==> config.mk <==
export PLATFORM = sky130hd
export DESIGN_NAME = rct_inverse_flat
export DESIGN_NICKNAME = d
export VERILOG_FILES = /design/src/rtl/rct_pkg.sv /design/src/rtl/rct_inverse_if.sv /design/src/rtl/rct_pix_inv.sv /design/src/rtl/rct_inverse.sv /design/src/flat_wrapper.sv
export SDC_FILE = /design/constraint.sdc
export NUM_CORES = 1
export LEC_CHECK = 0
export ABC_CLOCK_PERIOD_IN_PS = 3750
export CAP_MARGIN = 15
export CORE_ASPECT_RATIO = 1.4
export CORE_UTILIZATION = 42
export DETAILED_ROUTE_END_ITERATION = 12
export GPL_TIMING_DRIVEN = 0
export SLEW_MARGIN = 20
export SYNTH_ARGS = -nofsm -noshare
export SYNTH_HDL_FRONTEND = slang
export SYNTH_HIERARCHICAL = 1
export SYNTH_SLANG_ARGS = --single-unit
==> constraint.sdc <==
create_clock -name HCLK -period 3.75 [get_ports HCLK]
set_input_delay 0.375 -clock HCLK [delete_from_list [all_inputs] [get_ports HCLK]]
set_output_delay 0.375 -clock HCLK [all_outputs]
set_load 0.01 [all_outputs]
==> src/rtl/rct_pkg.sv <==
// Shared widths, pixel types and the output range limiter for the inverse RCT.
// Latency: none (types and pure functions). Backpressure: not applicable.
// Build option RCT_CLAMP_EN: saturate out-of-range results instead of keeping the low 8 bits.
package rct_pkg;

    localparam int PIX_W = 8;
    localparam int CHR_W = 9;
    localparam int INT_W = 11;

    // U and V are carried as raw two's complement bit patterns.
    typedef struct packed {
        logic [PIX_W-1:0] y;
        logic [CHR_W-1:0] u;
        logic [CHR_W-1:0] v;
    } rct_yuv_t;

    typedef struct packed {
        logic [PIX_W-1:0] r;
        logic [PIX_W-1:0] g;
        logic [PIX_W-1:0] b;
    } rct_rgb_t;

    function automatic logic [PIX_W-1:0] rct_lim(input logic signed [INT_W-1:0] x);
`ifdef RCT_CLAMP_EN
        if (x < 11'sd0) begin
            return '0;
        end else if (x > 11'sd255) begin
            return '1;
        end else begin
            return x[PIX_W-1:0];
        end
`else
        return x[PIX_W-1:0];
`endif
    endfunction

    function automatic logic rct_oor(input logic signed [INT_W-1:0] x);
        return (x < 11'sd0) || (x > 11'sd255);
    endfunction

endpackage

==> src/rtl/rct_inverse_if.sv <==
// Pixel-pair bus: YUV pair in, reconstructed RGB pair plus frame/error status out.
// Latency: none (wires only). Backpressure: none, the stream is valid-only.
interface rct_inverse_if;
    import rct_pkg::*;

    logic             RCT_VALID;
    logic [PIX_W-1:0] RCT_Y0;
    logic [PIX_W-1:0] RCT_Y1;
    logic [CHR_W-1:0] RCT_U0;
    logic [CHR_W-1:0] RCT_U1;
    logic [CHR_W-1:0] RCT_V0;
    logic [CHR_W-1:0] RCT_V1;

    logic             RECON_VALID;
    logic [PIX_W-1:0] DATA_RECON_R0;
    logic [PIX_W-1:0] DATA_RECON_G0;
    logic [PIX_W-1:0] DATA_RECON_B0;
    logic [PIX_W-1:0] DATA_RECON_R1;
    logic [PIX_W-1:0] DATA_RECON_G1;
    logic [PIX_W-1:0] DATA_RECON_B1;
    logic             FRAME_DONE;
    logic             RANGE_ERR;

    modport master (
        output RCT_VALID, RCT_Y0, RCT_Y1, RCT_U0, RCT_U1, RCT_V0, RCT_V1,
        input  RECON_VALID, DATA_RECON_R0, DATA_RECON_G0, DATA_RECON_B0,
        input  DATA_RECON_R1, DATA_RECON_G1, DATA_RECON_B1, FRAME_DONE, RANGE_ERR
    );

    modport slave (
        input  RCT_VALID, RCT_Y0, RCT_Y1, RCT_U0, RCT_U1, RCT_V0, RCT_V1,
        output RECON_VALID, DATA_RECON_R0, DATA_RECON_G0, DATA_RECON_B0,
        output DATA_RECON_R1, DATA_RECON_G1, DATA_RECON_B1, FRAME_DONE, RANGE_ERR
    );

endinterface

==> src/rtl/rct_pix_inv.sv <==
// Per-pixel inverse RCT: G from raw YUV, then R/B/limit/out-of-range from the staged G,U,V.
// Latency: combinational, split across the caller's stage-1 register. Backpressure: none.
module rct_pix_inv
    import rct_pkg::*;
(
    input  rct_yuv_t                yuv,
    output logic signed [INT_W-1:0] g_pre,
    input  logic signed [INT_W-1:0] g_s1,
    input  logic        [CHR_W-1:0] u_s1,
    input  logic        [CHR_W-1:0] v_s1,
    output rct_rgb_t                rgb,
    output logic                    oor
);

    logic signed [CHR_W:0]   uv_sum;
    logic signed [CHR_W:0]   t;
    logic signed [INT_W-1:0] r_full;
    logic signed [INT_W-1:0] b_full;

    // Arithmetic shift gives floor((U+V)/4), also for negative sums.
    assign uv_sum = $signed({yuv.u[CHR_W-1], yuv.u}) + $signed({yuv.v[CHR_W-1], yuv.v});
    assign t      = uv_sum >>> 2;
    assign g_pre  = $signed({{(INT_W-PIX_W){1'b0}}, yuv.y})
                  - $signed({{(INT_W-CHR_W-1){t[CHR_W]}}, t});

    assign r_full = $signed({{(INT_W-CHR_W){v_s1[CHR_W-1]}}, v_s1}) + g_s1;
    assign b_full = $signed({{(INT_W-CHR_W){u_s1[CHR_W-1]}}, u_s1}) + g_s1;

    assign rgb.r = rct_lim(r_full);
    assign rgb.g = rct_lim(g_s1);
    assign rgb.b = rct_lim(b_full);
    assign oor   = rct_oor(r_full) | rct_oor(g_s1) | rct_oor(b_full);

endmodule

==> src/rtl/rct_inverse.sv <==
// Inverse RCT for two pixels per cycle, with per-frame pair counter and sticky range error.
// Latency: fixed 2 HCLK from RCT_VALID to RECON_VALID. Backpressure: none, gaps pass through.
module rct_inverse
    import rct_pkg::*;
#(
    parameter int WIDTH  = 768,
    parameter int HEIGHT = 512
) (
    input  logic HCLK,
    input  logic HRESETn,
    rct_inverse_if.slave bus
);

    localparam int PAIRS = WIDTH * HEIGHT / 2;
    localparam int CNT_W = (PAIRS > 1) ? $clog2(PAIRS) : 1;
    localparam logic [CNT_W-1:0] LAST_PAIR = CNT_W'(PAIRS - 1);

    rct_yuv_t                yuv0, yuv1;
    logic signed [INT_W-1:0] g_pre0, g_pre1;
    rct_rgb_t                rgb0, rgb1;
    logic                    oor0, oor1;

    logic                    s1_vld;
    logic signed [INT_W-1:0] s1_g0, s1_g1;
    logic        [CHR_W-1:0] s1_u0, s1_u1, s1_v0, s1_v1;

    logic                    recon_vld;
    rct_rgb_t                recon0, recon1;
    logic                    frame_done;
    logic                    range_err;
    logic        [CNT_W-1:0] pair_cnt;

    assign yuv0 = {bus.RCT_Y0, bus.RCT_U0, bus.RCT_V0};
    assign yuv1 = {bus.RCT_Y1, bus.RCT_U1, bus.RCT_V1};

    rct_pix_inv u_pix0 (
        .yuv   (yuv0),
        .g_pre (g_pre0),
        .g_s1  (s1_g0),
        .u_s1  (s1_u0),
        .v_s1  (s1_v0),
        .rgb   (rgb0),
        .oor   (oor0)
    );

    rct_pix_inv u_pix1 (
        .yuv   (yuv1),
        .g_pre (g_pre1),
        .g_s1  (s1_g1),
        .u_s1  (s1_u1),
        .v_s1  (s1_v1),
        .rgb   (rgb1),
        .oor   (oor1)
    );

    always_ff @(posedge HCLK or negedge HRESETn) begin
        if (!HRESETn) begin
            s1_vld <= 1'b0;
            s1_g0  <= '0;
            s1_g1  <= '0;
            s1_u0  <= '0;
            s1_u1  <= '0;
            s1_v0  <= '0;
            s1_v1  <= '0;
        end else begin
            s1_vld <= bus.RCT_VALID;
            if (bus.RCT_VALID) begin
                s1_g0 <= g_pre0;
                s1_g1 <= g_pre1;
                s1_u0 <= yuv0.u;
                s1_u1 <= yuv1.u;
                s1_v0 <= yuv0.v;
                s1_v1 <= yuv1.v;
            end
        end
    end

    // Data registers only load on valid pairs so the panel sees held values during gaps.
    always_ff @(posedge HCLK or negedge HRESETn) begin
        if (!HRESETn) begin
            recon_vld  <= 1'b0;
            recon0     <= '0;
            recon1     <= '0;
            frame_done <= 1'b0;
            range_err  <= 1'b0;
            pair_cnt   <= '0;
        end else begin
            recon_vld  <= s1_vld;
            frame_done <= s1_vld && (pair_cnt == LAST_PAIR);
            if (s1_vld) begin
                recon0 <= rgb0;
                recon1 <= rgb1;
                if (oor0 || oor1) begin
                    range_err <= 1'b1;
                end
                pair_cnt <= (pair_cnt == LAST_PAIR) ? '0 : pair_cnt + CNT_W'(1);
            end
        end
    end

    assign bus.RECON_VALID   = recon_vld;
    assign bus.DATA_RECON_R0 = recon0.r;
    assign bus.DATA_RECON_G0 = recon0.g;
    assign bus.DATA_RECON_B0 = recon0.b;
    assign bus.DATA_RECON_R1 = recon1.r;
    assign bus.DATA_RECON_G1 = recon1.g;
    assign bus.DATA_RECON_B1 = recon1.b;
    assign bus.FRAME_DONE    = frame_done;
    assign bus.RANGE_ERR     = range_err;

endmodule

==> src/flat_wrapper.sv <==
// flat-port wrapper written by rule: the top's interface ports become plain ports
module rct_inverse_flat import rct_pkg::*;
#(
    parameter int WIDTH  = 768,
    parameter int HEIGHT = 512
)
  (HCLK, HRESETn, bus_RCT_VALID, bus_RCT_Y0, bus_RCT_Y1, bus_RCT_U0, bus_RCT_U1, bus_RCT_V0, bus_RCT_V1, bus_RECON_VALID, bus_DATA_RECON_R0, bus_DATA_RECON_G0, bus_DATA_RECON_B0, bus_DATA_RECON_R1, bus_DATA_RECON_G1, bus_DATA_RECON_B1, bus_FRAME_DONE, bus_RANGE_ERR);
  rct_inverse_if bus_i ();
  input  logic HCLK;
  input  logic HRESETn;
  input wire logic [$bits(bus_i.RCT_VALID)-1:0] bus_RCT_VALID;
  input wire logic [$bits(bus_i.RCT_Y0)-1:0] bus_RCT_Y0;
  input wire logic [$bits(bus_i.RCT_Y1)-1:0] bus_RCT_Y1;
  input wire logic [$bits(bus_i.RCT_U0)-1:0] bus_RCT_U0;
  input wire logic [$bits(bus_i.RCT_U1)-1:0] bus_RCT_U1;
  input wire logic [$bits(bus_i.RCT_V0)-1:0] bus_RCT_V0;
  input wire logic [$bits(bus_i.RCT_V1)-1:0] bus_RCT_V1;
  output wire logic [$bits(bus_i.RECON_VALID)-1:0] bus_RECON_VALID;
  output wire logic [$bits(bus_i.DATA_RECON_R0)-1:0] bus_DATA_RECON_R0;
  output wire logic [$bits(bus_i.DATA_RECON_G0)-1:0] bus_DATA_RECON_G0;
  output wire logic [$bits(bus_i.DATA_RECON_B0)-1:0] bus_DATA_RECON_B0;
  output wire logic [$bits(bus_i.DATA_RECON_R1)-1:0] bus_DATA_RECON_R1;
  output wire logic [$bits(bus_i.DATA_RECON_G1)-1:0] bus_DATA_RECON_G1;
  output wire logic [$bits(bus_i.DATA_RECON_B1)-1:0] bus_DATA_RECON_B1;
  output wire logic [$bits(bus_i.FRAME_DONE)-1:0] bus_FRAME_DONE;
  output wire logic [$bits(bus_i.RANGE_ERR)-1:0] bus_RANGE_ERR;
  assign bus_i.RCT_VALID = bus_RCT_VALID;
  assign bus_i.RCT_Y0 = bus_RCT_Y0;
  assign bus_i.RCT_Y1 = bus_RCT_Y1;
  assign bus_i.RCT_U0 = bus_RCT_U0;
  assign bus_i.RCT_U1 = bus_RCT_U1;
  assign bus_i.RCT_V0 = bus_RCT_V0;
  assign bus_i.RCT_V1 = bus_RCT_V1;
  assign bus_RECON_VALID = bus_i.RECON_VALID;
  assign bus_DATA_RECON_R0 = bus_i.DATA_RECON_R0;
  assign bus_DATA_RECON_G0 = bus_i.DATA_RECON_G0;
  assign bus_DATA_RECON_B0 = bus_i.DATA_RECON_B0;
  assign bus_DATA_RECON_R1 = bus_i.DATA_RECON_R1;
  assign bus_DATA_RECON_G1 = bus_i.DATA_RECON_G1;
  assign bus_DATA_RECON_B1 = bus_i.DATA_RECON_B1;
  assign bus_FRAME_DONE = bus_i.FRAME_DONE;
  assign bus_RANGE_ERR = bus_i.RANGE_ERR;
  rct_inverse #(.WIDTH(WIDTH), .HEIGHT(HEIGHT)) u_core (.HCLK(HCLK), .HRESETn(HRESETn), .bus(bus_i));
endmodule
---- Yosys cells after proc, flatten, opt, wreduce, memory -nomap -nowiden ----
Index checks and enable logic that the tools add are counted.
W data, S select, Z words.
storage, ports and cells
  register bits ........................... 128
  logic and storage cells ................. 53
  output and inout bits ................... 51
cells by class
  reductions and logical operators ........ 9
  eq/ne operators ......................... 1
  add/sub/neg operators ................... 9
  muxes and demuxes ....................... 1
  bitwise gates (word level) .............. 4
  $lt $le $gt $ge ......................... 12
operators by type and width
  operator                 number
  $gt A11 B9 Y1 const B    6
  $lt A11 B1 Y1 const B    6
  $add A9 B11 Y11          4
  $add A9 B9 Y10           2
  $sub A9 B8 Y10           2
  $add A18 B1 Y18 const B  1
  $eq A18 B18 Y1 const B   1
  $mux W18                 1
  $logic_or A1 B1 Y1       7
  $or A1 B1 Y1             4
  $reduce_and A2 Y1        1
  $logic_and A1 B1 Y1      1

---- Depth between registers and ports, before layout ----
Gate-level depths: netlist (run 1).
  depth in word-level cells ............... 7
  depth in mapped cells ................... 14

---- Modules after synthesis ----
Netlist (run 1), hierarchy kept.
modules (own cells, without submodules)
  module                        area each (µm²)  times used  cells each  seq. area each (µm²)
  rct_inverse                   4926.0           1           317         3203.1
  rct_pix_inv at u_core.u_pix1  1600.3           1           208         0.0
  rct_pix_inv at u_core.u_pix0  1560.2           1           200         0.0

---- Least setup slack after synthesis (run 1) ----
OpenSTA, ideal clock, no wires.
  path kind ............................... input-to-reg
  start point ............................. input port bus_RCT_V1[1]
  end point ............................... register u_core.s1_g1[10]
  path slack .............................. 536 ps
  path buffers ............................ 1
  cell stages on the path ................. 13
  arrival ................................. 3090 ps
  data required time ...................... 3625 ps
  cell sequence ........................... ha_1 > a31oi_2 > o21bai_2 > a41o_1 > a311o_2 > o21ai_4 > inv_1 > ha_1 > or3_1 > o221ai_1 > xor2_1 > buf_4 > mux2_2
on the way
  word-level cells in the longest chain between the ends .. 2
ends and longest elaborated chain
  element               RTL line            source
  from (decl)           flat_wrapper.sv:17  input wire logic [$bits(bus_i.RCT_V1)-1:0] bus_RCT_V1;
  $add A9 B9 Y10        rct_pix_inv.sv:21   assign uv_sum = $signed({yuv.u[CHR_W-1], yuv.u}) + $signed({yuv.v[CHR_W-1], yuv.v});
  $sub A9 B8 Y10        rct_pix_inv.sv:24   - $signed({{(INT_W-CHR_W-1){t[CHR_W]}}, t});
  via u_core.g_pre1[9]  rct_inverse.sv:19   logic signed [INT_W-1:0] g_pre0, g_pre1;
  to (signal assigned)  rct_inverse.sv:69   s1_g1 <= g_pre1;
  to (decl)             rct_inverse.sv:24   logic signed [INT_W-1:0] s1_g0, s1_g1;
The timed path passes the listed nets, and every way through them passes these cells.
A chain may end at the register's enable or synchronous reset.

---- Worst setup path after layout (run 1) ----
Same ends and word-level chain as after synthesis.

==> flow_summary.toml, run 1 <==
[grt]
grt_antenna_before_repair = 0
grt_usage_pct = 20.5
grt.overflow.total = 0
grt_max_degree = 80
grt_pass1_vias = 6377
use_met1_pct = 23.3
grt_busiest_layer = "met2"
use_met2_pct = 37.7
grt_pass1_wl_mm = 31.9
grt_util_met3_pct = 4.16

[drt]
vias = 5957
wl_mm = 19.3
wl_per_cell_microns = 17.5
drt_iter0_drc = 233
post-route-drc-count = 0
firstDrtPassIters = 5
ant_nets = 0
vias_per_cell = 5.38

[critical_path]
worstPathArrival_ns = 3.89
cp-startpoint = "bus_RCT_V1[1]"
reg2reg_depth = 10
rr_startpoint = "u_core/s1_g1[0]"
setup.worst_path.start_class = "input port"
cpMaxStageDelayCell = "a311o_2"
cpMostUsedCell = "ha_1"
crit_chain = "clkdlybuf4s50_1, ha_1, a31oi_2, o21bai_2, a41o_1, a311o_2, o21ai_4, inv_1, ha_1, or3_1, o221ai_1, xor2_1, buf_4, mux2_2"
r2r_slack_ns = 0.81
endpoint_kind = "flop"
cpPeakStageDelay_ns = 0.45
critical_path_class = "input port to flop"
rr_endpoint = "u_core/bus.RANGE_ERR"
crit_fanout = 4
required_ns = 4.05
endpoint = "u_core/s1_g1[10]"

[finish]
nNetsFinal = 987
final_cells = 1107
area_growth_pct = 24.4
stdcell_area_sq_um = 10100
final_common_cell = "dfrtp_1"
mostFrequentLayoutCells = "dfrtp_1, mux2_2, clkdlybuf4s50_1"
insertedDiodeCount = 0
drive_gt1_share_pct = 20.9

[synth]
postSynthAreaPerCell_sq_um = 11.2
yosys_warnings = 6
synth-seq-cells = 128
synth_edf_count = 0
synth_cells = 725
synth-async-reset-ratio_pct = 100
seq_area_frac_synth_pct = 39.6
synth_nets = 861
ys.flop_type = "dfrtp_1"
synth_cell_types = 66
syn_area_sq_um = 8090

[power_and_ir_drop]
pwr-share-comb_pct = 48.4
p_int_mw = 4.67
p_leak_nw = 4.31
swShare_pct = 36.5
powerDensity_nw_per_um2 = 731
pwr-share-clk_pct = 21.2
total_power_mw = 7.35
switchingPower_mw = 2.69
vdd_drop_max_v = 0.000342
power_frac_seq_pct = 30.4

[placement]
dp_slack_ns = -0.347
hpwl_mm = 14.9
port_buffers = 105
place.gp.congestion = 0.844
dp_cells = 1075
placed_cell_area_sq_um = 9480

[cts]
cts_buffers = 17
clkSlewWorstSetupHoldPaths_ns = 0.06
cts_buffer_depth = 2
cts_setup_buffers = 0
tritoncts = "done"
insertion_delay_ns = 0.42
root_buffer = "clkbuf_16"
cts_max_level = 4
numClockSinks = 128

[job]
drv_cap = 0

[floorplanning]
num_rows = 59
die_w_microns = 119
start_util_pct = 43.1
die_h_microns = 166
fp.dieArea_sq_um = 19800
io_pins = 106
core_sq_um = 18800

[status]
status = "complete, no violations"

[timing]
fin_tns_setup_ns = 0
tightest_slew_ns = 0.885
hold_viol = 0
setup_viol = 0
finalCriticalPeriod_ns = 3.59
clock.fmax_mhz = 279
report.final.slew_viol_count = 0
max-slew-margin-rel_pct = 41.0
rsz0062_at_grt = "false"
worst_slack_ns = 0.160
period_share_pct = 95.7
fin_worst_skew_ns = 0.0102

[min_path]
hold_class = "input port to async pin"
-- layout make-up --
class,count,area [sq um]
multi-input combinational,539,4610
fill,1648,8690
clock inverter,12,113
sequential,128,3200
inverter,24,90.1
tap,244,305
clock buffer,19,443
buffer,34,198
timing repair buffer,107,1090
-- synthesized netlist by cell type, drive strengths merged (2+ instances only) --
library cell,n,area [sq um]
dfrtp,128,3200
mux2,106,1190
ha,75,938
nor2,46,180
xnor2,42,368
a21oi,34,170
xor2,26,228
buf,25,164
inv,24,90.1
nand2,24,90.1
o21ai,22,121
nand3,13,70.1
nand4,12,81.3
a21o,11,82.6
nor2b,11,68.8
nor3,11,55.1
o21a,11,82.6
clkbuf,9,33.8
a211oi,7,52.6
a31oi,7,56.3
fa,6,120
nand2b,6,37.5
o21bai,6,48.8
nor4,5,52.6
or4,5,41.3
and3,4,25.0
mux2i,4,40.0
o211ai,4,30.0
or2,4,25.0
nor3b,3,22.5
o2111ai,3,26.3
o22ai,3,18.8
o41ai,3,41.3
or3,3,18.8
a211o,2,17.5
a21boi,2,15.0
a311oi,2,17.5
o22a,2,18.8
o31ai,2,15.0
-- per-stage QoR --
stage / utilization (%) / hold slack [ns]
floorplan: - / 0.0794
global placement: 50.4 / 0.429
detailed placement: 50.5 / 0.313
CTS: 53.6 / 0.440
global route: 53.6 / 0.465
finish: 53.6 / 0.446
-- cells by family (layout without fill, tap and decap cells) --
logic type / count (synthesis) / count (layout) / synth area share, %
and+or+nand+nor: 149 / 149 / 9.72
AOI/OAI and AO/OA: 131 / 131 / 11.4
DFF: 128 / 128 / 39.6
muxes: 110 / 110 / 15.3
adders and majority gates: 81 / 81 / 13.1
xor gates and xnor gates: 68 / 68 / 7.36
buffers and inverters: 58 / 196 / 3.56
-- timing repair --
item,in CTS,in global routing
hold buffers,1,0
setup endpoints to repair,0,1
endpoints found under the hold margin,49,0
gates resized for setup,0,2
-- worst min path at each step --
stage	from	endpoint	slack (ns)	depth (start not counted)
2_1_floorplan	HRESETn	u_core/bus.DATA_RECON_B0[0]	0.08	0
3_3_place_gp	u_core/s1_vld	u_core/bus.RECON_VALID	0.43	0
3_5_place_dp	HRESETn	u_core/bus.DATA_RECON_G0[4]	0.31	1
4_1_cts	u_core/s1_vld	u_core/bus.RECON_VALID	0.44	0
5_1_grt	u_core/s1_vld	u_core/bus.RECON_VALID	0.46	0
6_report	HRESETn	u_core/bus.DATA_RECON_G0[3]	0.45	2
-- sequential cells by signal, summed over array words and instances (netlist names), 8 cells and up --
name	flops
u_core/pair_cnt	18
u_core/s1_g0	11
u_core/s1_g1	11
u_core/s1_u0	9
u_core/s1_u1	9
u_core/s1_v0	9
u_core/s1_v1	9
u_core/bus.DATA_RECON_B0	8
u_core/bus.DATA_RECON_B1	8
u_core/bus.DATA_RECON_G0	8
u_core/bus.DATA_RECON_G1	8
u_core/bus.DATA_RECON_R0	8
u_core/bus.DATA_RECON_R1	8
-- routing by layer --
layer  wire length [microns]  vias to the layer above
met4                     372                        0
met2                   10300                      144
met5                       0                        -
li1                        -                     2883
met1                    7990                     2907
met3                     671                       23
-- power by group through the flow --
stage	logic [mW]	registers, mW	clock network [mW]
6_report	3.56	2.23	1.56
5_1_grt	3.92	2.30	1.65
4_1_cts	3.56	2.25	1.59
3_5_place_dp	3.53	2.27	0
3_3_place_gp	3.42	2.25	0
2_1_floorplan	2.29	2.25	0
-- critical path: cells and delay by family --
family	cells	cell delay, ns
muxes	1	0.25
buffers and inverters	3	0.66
and+or+nand+nor	1	0.41
adders and majority gates	2	0.55
AOI/OAI and AO/OA	6	1.52
xor gates and xnor gates	1	0.12
Power figures use the tool's default switching activity.
==> run 2, diff against run 1 <==
--- a/config.mk
+++ b/config.mk
@@ -11,6 +11,7 @@
 export CORE_UTILIZATION = 42
 export DETAILED_ROUTE_END_ITERATION = 12
 export GPL_TIMING_DRIVEN = 0
+export REMOVE_ABC_BUFFERS = 1
 export SLEW_MARGIN = 20
 export SYNTH_ARGS = -nofsm -noshare
 export SYNTH_HDL_FRONTEND = slang
==> flow_summary.toml, run 2 (same netlist as run 1, synthesis figures left out) <==
[cts]
insertion_delay_ns = 0.43
cts_max_level = 4
cts_setup_buffers = 0
cts_buffers = 17
clkSlewWorstSetupHoldPaths_ns = 0.06
root_buffer = "clkbuf_16"
tritoncts = "done"
cts_buffer_depth = 2
numClockSinks = 128

[finish]
final_common_cell = "dfrtp_1"
insertedDiodeCount = 0
mostFrequentLayoutCells = "dfrtp_1, mux2_2, clkdlybuf4s50_1"
nFillCells = 1690
nNetsFinal = 955
stdcell_area_sq_um = 10000
area_growth_pct = 23.9
max_flop_register = "u_core/pair_cnt"
reg_top3 = "u_core/pair_cnt: 18 flops, u_core/s1_g0: 11 flops, u_core/s1_g1: 11 flops"
drive_gt1_share_pct = 19.7
largest_reg_flops = 18

[floorplanning]
num_rows = 59
io_pins = 106
die_h_microns = 166
die_w_microns = 119
start_util_pct = 43.1
fp.dieArea_sq_um = 19800
core_sq_um = 18800

[grt]
grt_pass1_vias = 6106
grt_usage_pct = 19.3
grt.overflow.total = 0
grt_antenna_before_repair = 0
grt_pass1_wl_mm = 30.0
grt_max_degree = 66

[critical_path]
cpPeakStageDelay_ns = 0.44
crit_chain = "clkdlybuf4s50_1, ha_1, a31oi_2, o21bai_1, a21oi_1, xor2_1, ha_1, a21o_1, a21oi_1, nor2b_1, o21a_1, o41ai_1, xnor2_1, mux2_2"
endpoint_kind = "flop"
worstPathArrival_ns = 3.83
required_ns = 4.06
setup.worst_path.start_class = "input port"
crit_fanout = 3
cpMaxStageDelayCell = "clkdlybuf4s50_1"
critical_path_class = "input port to flop"

[placement]
placed_cell_area_sq_um = 9320
hpwl_mm = 13.9
place.gp.congestion = 0.833
dp_slack_ns = -0.357
port_buffers = 105

[timing]
fin_worst_skew_ns = 0.0123
clock.fmax_mhz = 283
hold_viol = 0
tightest_slew_ns = 0.509
setup_viol = 0
max-slew-margin-rel_pct = 66.1
period_share_pct = 94.1
report.final.slew_viol_count = 0
rsz0062_at_grt = "false"
worst_slack_ns = 0.222
finalCriticalPeriod_ns = 3.53
fin_tns_setup_ns = 0

[power_and_ir_drop]
switchingPower_mw = 2.68
power_frac_seq_pct = 29.0
pwr-share-comb_pct = 45.7
p_leak_nw = 4.28
p_int_mw = 4.91
vdd_drop_max_v = 0.000351
powerDensity_nw_per_um2 = 758
swShare_pct = 35.3
pwr-share-clk_pct = 25.3

[drt]
post-route-drc-count = 0
wl_mm = 18.3
drt_iter0_drc = 186
vias = 5867
wl_per_cell_microns = 17.0
vias_per_cell = 5.45
ant_nets = 0
firstDrtPassIters = 4

[status]
status = "complete, no violations"

[job]
drv_cap = 0

[min_path]
hold_class = "input port to flop"
run 2: worst max-delay path: cells and delay by family:
family | cells | cell delay (ns)
mux | 1 | 0.27
simple gates | 1 | 0.09
buf+inv | 1 | 0.44
fa+ha+maj | 2 | 0.63
xor+xnor | 2 | 0.30
compound gates | 7 | 1.71
run 2: per-layer routing:
metal  GRT usage [%]  up-vias  part of all wire (%)
li1                -     2807                     -
met1            21.4     2883                    41
met2            35.6      146                    53
met3            4.09       31                   3.3
met4            7.10        0                   2.4
met5               0        -                     0
run 2: final timing paths:
path / end / slack [ns] / cells past startpoint / from
worst max-delay path: u_core/s1_g0[8] / 0.22 / 14 / bus_RCT_V0[1]
worst min-delay path: u_core/s1_g1[6] / 0.45 / 2 / bus_RCT_VALID
worst max register to register: u_core/bus.RANGE_ERR / 0.81 / 10 / u_core/s1_g0[0]
worst min register to register: u_core/bus.RANGE_ERR / 0.47 / 1 / u_core/bus.RANGE_ERR
max in group asynchronous: u_core/s1_vld / 2.54 / 3 / HRESETn
min in group asynchronous: u_core/s1_g0[0] / 0.49 / 2 / HRESETn
run 2: area by class of cell:
| class | count | area, sq um | area share (%) |
|---|---|---|---|
| clock buffer | 18 | 429 | 4.28 |
| clock inverter | 14 | 249 | 2.49 |
| inverter | 24 | 90.1 | 0.899 |
| multi-input combinational | 539 | 4610 | 46.0 |
| sequential | 128 | 3210 | 32.0 |
| tap | 244 | 305 | 3.05 |
| timing repair buffer | 109 | 1130 | 11.3 |
run 2: through the flow:
step	power, mW	hold WS, ns	instances	util [%]
2_1_floorplan	4.42	0.0794	691	-
3_3_place_gp	5.57	0.457	1040	49.3
3_5_place_dp	5.68	0.360	1043	49.7
4_1_cts	7.65	0.441	1076	53.4
5_1_grt	8.09	0.446	1076	53.4
6_report	7.59	0.449	1076	53.4
run 2: timing repair:
| item | CTS | global route |
|---|---|---|
| gates resized for setup | 0 | 1 |
| hold endpoints to repair | 63 | 0 |
| hold buffers | 1 | 0 |
| setup endpoints to repair | 0 | 2 |
run 2: power by group through the flow:
| stage | clock [mW] | sequential (mW) | combinational [mW] |
|---|---|---|---|
| after floorplan | 0 | 2.25 | 2.16 |
| after global routing | 2.03 | 2.28 | 3.78 |
| after detailed placement | 0 | 2.23 | 3.45 |
| after CTS | 1.96 | 2.21 | 3.48 |
| after global placement | 0 | 2.22 | 3.34 |
| final | 1.92 | 2.20 | 3.47 |
==> run 3, diff against run 2 <==
--- a/config.mk
+++ b/config.mk
@@ -9,6 +9,7 @@
 export CAP_MARGIN = 15
 export CORE_ASPECT_RATIO = 1.4
 export CORE_UTILIZATION = 42
+export CTS_CLUSTER_DIAMETER = 80
 export DETAILED_ROUTE_END_ITERATION = 12
 export GPL_TIMING_DRIVEN = 0
 export REMOVE_ABC_BUFFERS = 1
==> results of run 3 <==
No change in the layout: final DEF, timing and power equal those of run 2.
==> RTL change: new RTL, flow settings as in run 3 <==
`HEIGHT` is set to 512 in 2 places; all go to 256.
--- a/src/rtl/rct_inverse.sv
+++ b/src/rtl/rct_inverse.sv
@@ -4,7 +4,7 @@
     import rct_pkg::*;
 #(
     parameter int WIDTH  = 768,
-    parameter int HEIGHT = 512
+    parameter int HEIGHT = 256
 ) (
     input  logic HCLK,
     input  logic HRESETn,
--- a/src/flat_wrapper.sv
+++ b/src/flat_wrapper.sv
@@ -2,7 +2,7 @@
 module rct_inverse_flat import rct_pkg::*;
 #(
     parameter int WIDTH  = 768,
-    parameter int HEIGHT = 512
+    parameter int HEIGHT = 256
 )
   (HCLK, HRESETn, bus_RCT_VALID, bus_RCT_Y0, bus_RCT_Y1, bus_RCT_U0, bus_RCT_U1, bus_RCT_V0, bus_RCT_V1, bus_RECON_VALID, bus_DATA_RECON_R0, bus_DATA_RECON_G0, bus_DATA_RECON_B0, bus_DATA_RECON_R1, bus_DATA_RECON_G1, bus_DATA_RECON_B1, bus_FRAME_DONE, bus_RANGE_ERR);
   rct_inverse_if bus_i ();
Function: no difference found for any inputs over 10 cycles, from zero or initial values and one cycle with HRESETn low; that may be too few to reach the edited logic, so the function may still have changed.
==> RTL change against run 3 <==
Final area decreased by 1.3%; critical path depth unchanged; non-clock buffer count unchanged; worst hold slack improved by 0.0036 ns; critical path type unchanged; sequential cell count decreased by 1; worst setup slack improved by 0.020 ns; largest power group unchanged; power decreased by 3.2%; area after synthesis decreased by 0.65%; utilization decreased by 0.49 points; clock skew decreased by 0.0019 ns; global-route usage decreased by 0.37 points; wire length decreased by 2.7%; highest routed layer unchanged; register-to-register slack got worse by 0.26 ns.
==> RTL change: results (changes against run 3) <==
Layout
  – Non-filler cells, final: 1070 (-0.56%)
  – Layout cells sized above 1: 19.6% (-0.099 points)
  – # nets final: 951 (-0.42%)
  – Fillers: 1649 (-2.4%)
  – Top flop regs: u_core/pair_cnt: 17 flops, u_core/s1_g0: 11 flops, u_core/s1_g1: 11 flops

Yosys
  – Commonest cells in the netlist: 127 x dfrtp_1, 106 x mux2_2, 75 x ha_1
  – Compound-gate portion of the synthesized area: 11.4% (+0.028 points)
  – Ys flop type: dfrtp_1
  – Post-synthesis sequential area ratio: 39.6% (-0.052 points)
  – Synth Area in XOR/XNOR: 7.30% (-0.061 points)
  – Post-synthesis adder-cell area fraction: 13.2% (+0.086 points)
  – Mapped Cells: 720 (-0.69%)
  – Top cells by area, synth: dfrtp_1 40%, mux2_2 15%, ha_1 12%, xnor2_1 4.8%, xor2_1 2.5%
  – Async set-reset flop share out of synthesis: 100% (unchanged)

GRT
  – Total GRT Usage: 18.9% (-0.37 points)
  – Largest net degree at the start of global routing: 83 (+26%)
  – Vias in the first global route: 5940 (-2.7%)
  – First-pass GRT wire length: 29.3 mm (-2.4%)

Pwr
  – Worst VDD drop: 357 uV (+1.7%)
  – Static Leak: 4.25 nW (-0.81%)

Routing
  – Routed vias: 5813 (-0.92%)
  – DR WL/cell: 16.7 um (-2.2%)
  – DRT Pass-1 Iters: 5 (+1)
  – Iter 0 DRT Violations: 216 (+16%)

Min path
  – HP Class: primary input to async pin

Placement
  – DPL Wire Length: 13.6 mm (-2.0%)
  – RePlAce Congestion: 0.859 (+3.2%)
  – Cell count after placement: 1039 (-0.38%)

Worst setup path
  – Critical path origin: bus_RCT_U0[1]
  – Crit path to: u_core/s1_g0[10]
  – Reg2Reg Setup Slack: 0.55 ns (-0.26 ns)
  – Data arrival time of the worst path: 3.80 ns (-0.03 ns)
  – Critical Path Slowest Stage Cell: a2111oi_2
  – Max incr delay on CP: 0.53 ns (+0.09 ns)
  – Worst r2r src: u_core/s1_g1[0]

Outcome
  – Status: finished, final reports clean

Timing
  – Clk_skew: 0.0104 ns (-0.00192 ns)
  – Worst slew margin: 60.3% (-5.7 points)

CTS
  – Post-CTS Setup Bufs: 0 (unchanged)
RTL change: how the worst min path moves through the flow:
| stage | from | to | slack, ns | cells after the start |
|---|---|---|---|---|
| floorplan | HRESETn | u_core/bus.DATA_RECON_B0[0] | 0.08 | 0 |
| global placement | u_core/bus.RANGE_ERR | u_core/bus.RANGE_ERR | 0.46 | 1 |
| detailed placement | HRESETn | u_core/bus.DATA_RECON_R0[5] | 0.29 | 1 |
| CTS | HRESETn | u_core/bus.DATA_RECON_R0[5] | 0.45 | 2 |
| global route | HRESETn | u_core/bus.DATA_RECON_R0[3] | 0.46 | 2 |
| finish | HRESETn | u_core/bus.DATA_RECON_R0[3] | 0.45 | 2 |
RTL change: layout make-up:
type                       instances  share of cell area, %
clock inverter                    10                   1.39
multi-input combinational        537                   46.2
clock buffer                      20                   4.72
tap                              244                   3.09
inverter                          23                  0.873
timing repair buffer             109                   11.5
sequential                       127                   32.2
RTL change: critical path: cells and delay by family:
family          cells  cell delay [ns]
buf+inv             1             0.52
simple gates        1             0.28
compound gates      7             1.47
mux                 1             0.28
fa+ha+maj           2             0.53
xor+xnor            2             0.34
RTL change: through the flow:
step / setup slack (ns) / total power [mW] / instance area (sq um) / hold WS [ns] / TNS [ns]
5_1_grt: 0.105 / 7.84 / 9890 / 0.460 / 0
2_1_floorplan: 0.583 / 4.42 / 7840 / 0.0794 / 0
3_3_place_gp: -2.83 / 5.58 / 9190 / 0.456 / -357.61
4_1_cts: 0.243 / 7.41 / 9890 / 0.451 / 0
3_5_place_dp: -0.186 / 5.68 / 9270 / 0.294 / -0.849
6_report: 0.243 / 7.35 / 9890 / 0.452 / 0
RTL change: logic make-up after synthesis:
family / Yosys count
compound gates: 133
mux: 109
fa+ha+maj: 81
buf+inv: 56
xor+xnor: 67
simple gates: 147
flops: 127
RTL change: per-layer routing:
metal / global-route usage, % / wire length (um)
met1: 20.4 / 7280
met2: 35.4 / 9530
met3: 3.65 / 541
met4: 8.09 / 492
met5: 0 / 0
RTL change: report_power, final:
part	internal, mW	leakage [nW]	switching [mW]
Clock	1.09	0.294	0.597
Combinational	1.82	2.45	1.62
Sequential	1.82	1.51	0.397
